**config.mk**
```make
export PLATFORM = sky130hd
export DESIGN_NAME = imm_extend_pipe
export DESIGN_NICKNAME = d
export VERILOG_FILES = /design/src/rtl/imm_pkg.sv /design/src/rtl/imm_ror32.sv /design/src/rtl/imm_extend_pipe.sv
export SDC_FILE = /design/constraint.sdc
export NUM_CORES = 1
export LEC_CHECK = 0
export BUFFER_PORTS_ARGS = -buffer_cell sky130_fd_sc_hd__buf_2
export CAP_MARGIN = 20
export CORE_UTILIZATION = 35
export CTS_CLUSTER_DIAMETER = 60
export DETAILED_ROUTE_END_ITERATION = 8
export GPL_TIMING_DRIVEN = 0
export HOLD_SLACK_MARGIN = 0.03
export PLACE_DENSITY = 0.66
export SLEW_MARGIN = 25
export SYNTH_ARGS = -nofsm -noshare
export SYNTH_HDL_FRONTEND = slang
export SYNTH_SLANG_ARGS = --single-unit
```
**constraint.sdc**
```tcl
create_clock -name clk -period 3 [get_ports clk]
set_input_delay 0.3 -clock clk [delete_from_list [all_inputs] [get_ports clk]]
set_output_delay 0.3 -clock clk [all_outputs]
set_load 0.02 [all_outputs]
```
**src/rtl/imm_pkg.sv**
```systemverilog
// Shared types for the immediate-extension pipeline: ImmSrc encoding and
// the stage-A payload carried between the decode and extend stages.
// No logic here; types and constants only.
package imm_pkg;

   localparam int IMM_INSTR_W = 24;

   typedef enum logic [1:0] {
      IMM_ROT8 = 2'b00,   // ARM 8-bit immediate rotated right by 2*rot4
      IMM_Z12  = 2'b01,   // 12-bit zero-extended offset
      IMM_BR24 = 2'b10,   // 24-bit signed branch offset
      IMM_HALF = 2'b11    // split halfword offset (optional)
   } imm_src_e;

   // Decoded entry held in stage A; rot is the full right-rotate amount.
   typedef struct packed {
      imm_src_e               src;
      logic [IMM_INSTR_W-1:0] instr;
      logic [4:0]             rot;
      logic                   carry;
   } imm_a_t;

endpackage

```
**src/rtl/imm_ror32.sv**
```systemverilog
// Purpose: 32-bit rotate right by 0..31, used by the extend stage.
// Latency: combinational, zero cycles.
// Backpressure: none, pure function of its inputs.
module imm_ror32 (
   input  logic [31:0] din,
   input  logic [4:0]  amt,
   output logic [31:0] dout
);

   // A left shift by 32 yields zero, so amt == 0 falls out naturally.
   assign dout = (din >> amt) | (din << (6'd32 - {1'b0, amt}));

endmodule

```
**src/rtl/imm_extend_pipe.sv**
```systemverilog
// Purpose: two-stage immediate extender (A: decode fields, B: rotate/extend).
// Latency: 2 cycles from input acceptance to out_valid when not stalled.
// Backpressure: valid/ready; in_ready = !A_valid || B advances, no loss.
// Build option: define IMM_EXT_HALFWORD_EN to support ImmSrc 11 (split halfword
// offset); otherwise ImmSrc 11 yields ExtImm 0 with ImmIllegal set.
module imm_extend_pipe
   import imm_pkg::*;
#(
   parameter int XLEN     = 32,
   parameter int BR_SHIFT = 2
) (
   input  logic            clk,
   input  logic            reset_n,
   input  logic            in_valid,
   output logic            in_ready,
   input  logic [23:0]     Instr,
   input  logic [1:0]      ImmSrc,
   input  logic            carry_in,
   input  logic            flush,
   output logic            out_valid,
   input  logic            out_ready,
   output logic [XLEN-1:0] ExtImm,
   output logic            ImmCarry,
   output logic            ImmIllegal
);

   logic            a_valid;
   logic            b_valid;
   logic            b_adv;
   imm_a_t          a_d;
   imm_a_t          a_q;
   logic [31:0]     rot_out;
   logic [XLEN-1:0] br_sext;
   logic [XLEN-1:0] b_ext;
   logic            b_carry;
   logic            b_illegal;

   assign b_adv     = !b_valid || out_ready;
   assign in_ready  = !a_valid || b_adv;
   assign out_valid = b_valid;

   // Stage A decode: capture raw fields and derive the rotate amount.
   always_comb begin
      a_d       = '0;
      a_d.src   = imm_src_e'(ImmSrc);
      a_d.instr = Instr;
      a_d.rot   = {Instr[11:8], 1'b0};
      a_d.carry = carry_in;
   end

   // Valid bits: flush wins over everything, including a same-cycle input.
   always_ff @(posedge clk or negedge reset_n) begin
      if (!reset_n) begin
         a_valid <= 1'b0;
         b_valid <= 1'b0;
      end else if (flush) begin
         a_valid <= 1'b0;
         b_valid <= 1'b0;
      end else begin
         if (b_adv)    b_valid <= a_valid;
         if (in_ready) a_valid <= in_valid;
      end
   end

   // Stage A payload: loads only on acceptance so carry_in is sampled then.
   always_ff @(posedge clk or negedge reset_n) begin
      if (!reset_n)                  a_q <= '0;
      else if (in_ready && in_valid) a_q <= a_d;
   end

   imm_ror32 u_ror (
      .din  ({24'd0, a_q.instr[7:0]}),
      .amt  (a_q.rot),
      .dout (rot_out)
   );

   // Size cast of a signed operand sign-fills; the shift drops high bits.
   assign br_sext = XLEN'($signed(a_q.instr));

   // Stage B result selection by immediate mode.
   always_comb begin
      b_ext     = '0;
      b_carry   = a_q.carry;
      b_illegal = 1'b0;
      case (a_q.src)
         IMM_ROT8: begin
            b_ext[31:0] = rot_out;
            if (a_q.rot != 5'd0) b_carry = rot_out[31];
         end
         IMM_Z12:  b_ext[11:0] = a_q.instr[11:0];
         IMM_BR24: b_ext = br_sext << BR_SHIFT;
         IMM_HALF: begin
`ifdef IMM_EXT_HALFWORD_EN
            b_ext[7:0] = {a_q.instr[11:8], a_q.instr[3:0]};
`else
            b_illegal  = 1'b1;
`endif
         end
         default: b_illegal = 1'b1;
      endcase
   end

   // Stage B output registers: update only when B advances with a new entry,
   // which keeps them frozen while the consumer stalls.
   always_ff @(posedge clk or negedge reset_n) begin
      if (!reset_n) begin
         ExtImm     <= '0;
         ImmCarry   <= 1'b0;
         ImmIllegal <= 1'b0;
      end else if (b_adv && a_valid) begin
         ExtImm     <= b_ext;
         ImmCarry   <= b_carry;
         ImmIllegal <= b_illegal;
      end
   end

endmodule

```
Yosys cells after proc, flatten, opt, wreduce, memory -nomap -nowiden
Cells that the tools add are included.

Bits in registers: 67. Latch bits: 0. Memory bits (writable): 0. Memory bits (read-only): 0. Input bits: 32. Output and inout bits: 36. Word-level logic and storage cells: 35. Memories: 0.

$add $sub $neg: 1. Multipliers: 0. Div/mod/pow operators: 0. $lt $le $gt $ge: 0. Eq/ne operators: 3. Shift operators: 2. Muxes and demuxes: 9. Bitwise operators: 1. Reductions and logical operators: 10.

Operator list (count): case mux 20 bit (2 select lines) (1); case mux 12 bit (3 select lines) (1); bitwise OR 32 bit (1); << shifter 8 x 6 -> 32 bit (1); >> shifter 8 x 5 -> 32 bit (1); two-way mux 1 bit (7); subtractor 6 x 5 -> 6 bit (first input constant) (1); nonzero test 5 bit (1); == test 2 bit (second input constant) (2); nonzero test 2 bit (2); == test 2 x 1 -> 1 bit (second input constant) (1); logical AND 1 bit (2); logical NOT 1 bit (2); logical NOT 2 bit (1); logical OR 1 bit (2).

Depth between registers and ports, before layout
Word-level depth: 5. Depth in mapped cells: 9. Gate-level depth less buffers: 6.

Cells and area by module
Synthesis repeated with hierarchy kept, for this count alone.

Cells, all modules: 669. Area total of the unflattened synthesis: 6620.1 sq um.

By module, submodules not included: imm_ror32 (times used 1, cells each 437, area an instance 3588.4 sq um, sequential area each 0.0 sq um); imm_extend_pipe (times used 1, cells each 232, area an instance 3031.7 sq um, sequential area each 1576.5 sq um).

Least setup slack after synthesis
OpenSTA, ideal clock, no wires.

Path type: register -> register. From: reg a_q[15] (netlist name). To: reg ExtImm[23]. Setup time: 77 ps. Arrival: 2293 ps. Required time: 2923 ps. Slack: 629 ps. Stages on the path, launching flop included: 9. Path buffers: 2. Period minus slack after synthesis: 2371 ps. Path through: dfrtp_1 -> clkbuf_1 -> inv_1 -> ha_1 -> buf_2 -> mux2i_1 -> mux2_2 -> or4_1 -> a21oi_1.

RTL lines: end signal: assignment (RTL line imm_extend_pipe.sv:111) `ExtImm <= b_ext;`; end: declaration (RTL line imm_extend_pipe.sv:22) `output logic [XLEN-1:0] ExtImm,`.

==> flow_metrics.tcl <==
set metrics [dict create \
    nNetsFinal 464 \
    insertion_delay_ns 0.35 \
    synthArstFlopShare_pct 100 \
    row_count 36 \
    antenna_found_initial 0 \
    vdd_ir_drop_max_v 0.000244 \
    place_congestion 0.940 \
    synth_common_cells "dfrtp_1 (63), mux2_2 (33), nand2_1 (32)" \
    grt_pass1_vias 3068 \
    wirelength_um 10700 \
    grt_pass1_wl_um 16900 \
    via_per_inst 5.53 \
    cts_buffers 9 \
    crit_type "flop to flop" \
    syn_area_per_cell_um2 9.93 \
    slew_headroom_pct 47.9 \
    synth_top_cell_area_share_pct 44.8 \
    synth_nets 387 \
    route.detailed.drc 0 \
    synthTopCellsByArea "dfrtp_1 (45%), mux2_2 (11%), mux2i_1 (3.7%)" \
    p_total_mw 2.58 \
    critPathArrivalTime_ns 3.08 \
    max_freq_ghz 0.355 \
    end_kind "flop" \
    finClkSkew_ns 0.0113 \
    synth-main-ff-cell "dfrtp_1" \
    path_cells "inv_1 > ha_1 > buf_2 > mux2i_1 > mux2_2 > or4_1 > a21oi_1" \
    cts.sinks 63 \
    p_clk_share_pct 27.1 \
    p_sw_mw 0.929 \
    synth.most_common_cell "dfrtp_1" \
    clock_path_buffers 2 \
    power_leakage_nw 1.78 \
    die_h_um 102 \
    num_vias 3139 \
    grt.overflow.total 0 \
    fin_crit_ns 2.82 \
    drt-wirelength-per-cell_um 18.8 \
    cts_tree "done" \
    rsz0062_at_grt "no" \
    grt_max_degree 64 \
    synth_area_leader_cell "dfrtp_1" \
    finish.utilization_pct 43.0 \
    die_w_um 102 \
    first_pass_iters 5 \
    power.share.sequential_pct 41.2 \
    grt_usage_pct 21.9 \
    critPathMaxStageDelay_ns 0.77 \
    synth.distinct_cells 61 \
    fillers 998 \
    initial_utilization_pct 36.0 \
    startpoint_type "flop" \
    syn_to_final_growth_pct 19.5 \
    ant_nets 0 \
    cpLargestDelayFamily "flip-flops" \
    core-area_um2 9770 \
    drv_cap 0 \
    io_buffers 67 \
    die-area_um2 10500 \
    final_max_slew_viol_count 0 \
    p_int_mw 1.65 \
    n_antenna_cell 0 \
    worst-path-max-fanout 16 \
    p_per_area_nw_per_um2 614 \
    hold_path.class "primary input to async pin" \
    drtIter0Drc 179 \
    tightest_slew_ns 0.782 \
    stdcell_count 568 \
    synth_seq_cells 63 \
    fin_tns_setup_ns 0 \
    switching_share_pct 36.0 \
    clockRootBuffer "clkbuf_8" \
    setup_violations 0 \
    slowest_stage "dfrtp_1" \
    dp_cells 554 \
    synth_area_um2 3520 \
    cp_data_required_time_ns 3.27 \
    status "finished, final reports clean" \
    synth-edff-count 0 \
    hold_viol 0 \
    path_buf_inv 2 \
    clkTransAtPathRegs_ns 0.07 \
    synthCells 354 \
    drive_gt1_share_pct 31.0 \
    yosysSeqAreaShare_pct 44.8 \
    cts_max_level 3 \
    pwr-share-comb_pct 31.7 \
    dp_hpwl_um 7990 \
    io_pins 68 \
    fin_crit_sh_pct 94.0 \
    yosysWarnings 0 \
]
stage by stage:
step           setup WS, ns  instance area (um^2)  hold WS, ns
2_1_floorplan         0.629                  3520      0.00441
3_3_place_gp         -0.193                  4020        0.462
3_5_place_dp         -0.198                  4020        0.434
4_1_cts               0.219                  4200       0.0599
5_1_grt              0.0403                  4200        0.105
6_report              0.181                  4200       0.0232
layout make-up:
type	instances	area (um^2)	share of cell area (%)
Sequential cell	63	1580	37.5
Multi-Input combinational cell	255	1790	42.7
Clock buffer	11	131	3.13
Clock inverter	4	47.5	1.13
Buffer	29	128	3.04
Timing Repair Buffer	67	338	8.04
Inverter	6	22.5	0.536
Tap cell	133	166	3.96
metal layers:
metal	share of wire, %	global-route usage, %
met1	45	29.9
met2	47	35.3
met3	6.3	3.83
met4	2.0	7.36
met5	0	0
cell families (layout without fill, tap and decap cells):
group	Yosys count	after routing	share of synthesized area [%]
adder cells (fa/ha/maj)	1	1	0.356
AO/OA/AOI/OAI	92	92	18.7
multiplexers	46	46	14.3
flip-flops	63	63	44.8
XOR/XNOR	2	2	0.498
AND/OR/NAND/NOR	114	114	17.0
buffers and inverters	36	117	4.38
worst paths after layout:
check | slack [ns] | from | end | depth (start not counted)
setup reg to reg | 0.18 | a_q[15] | ExtImm[23] | 7
max in group asynchronous | 2.44 | reset_n | ExtImm[31] | 1
hold / removal | 0.02 | reset_n | ImmIllegal | 1
hold reg to reg | 0.47 | ImmIllegal | ImmIllegal | 2
min in group clk | 0.10 | flush | out_valid | 2
setup / recovery | 0.18 | a_q[15] | ExtImm[23] | 7
worst reg2reg max path, delay by kind of cell (launching register included):
| family | cells | cell delay (ns) |
|---|---|---|
| buffers and inverters | 2 | 0.37 |
| muxes | 2 | 0.55 |
| AOI/OAI and AO/OA | 1 | 0.16 |
| DFF | 1 | 0.77 |
| adders and majority gates | 1 | 0.41 |
| and+or+nand+nor | 1 | 0.48 |
state kept, by name, summed over array words and instances, names as in the netlist:
register	cells
a_q	27
ExtImm	32
out_valid	1
ImmIllegal	1
a_valid	1
ImmCarry	1
cell usage in the layout, fill, tap and decap left out, drive strengths merged, types with 3 or more instances in the layout:
master,n
o21a,4
inv,6
nand3,6
or3,4
buf,76
nand2,32
a22oi,5
o21ai,16
mux2,33
a21oi,17
nor2b,3
o211ai,4
a31oi,10
o22ai,5
o311ai,5
nand4,3
nor3b,3
nor3,18
clkbuf,31
nand2b,5
a211oi,3
nand3b,6
dfrtp,63
mux2i,13
nor2,21
a221oi,4
power by group through the flow:
stage | Sequential (mW) | Combinational, mW | Clock, mW
floorplan | 1.16 | 0.437 | 0
global placement | 1.07 | 0.815 | 0
detailed placement | 1.08 | 0.818 | 0
CTS | 1.06 | 0.815 | 0.715
global route | 1.08 | 0.890 | 0.752
finish | 1.06 | 0.819 | 0.700
repair_timing:
item,in CTS,in global routing
setup endpoints to repair,6,0
gates resized for setup,1,0
hold buffers,0,0
setup buffers,0,0
(Power assumes the default switching activity.)
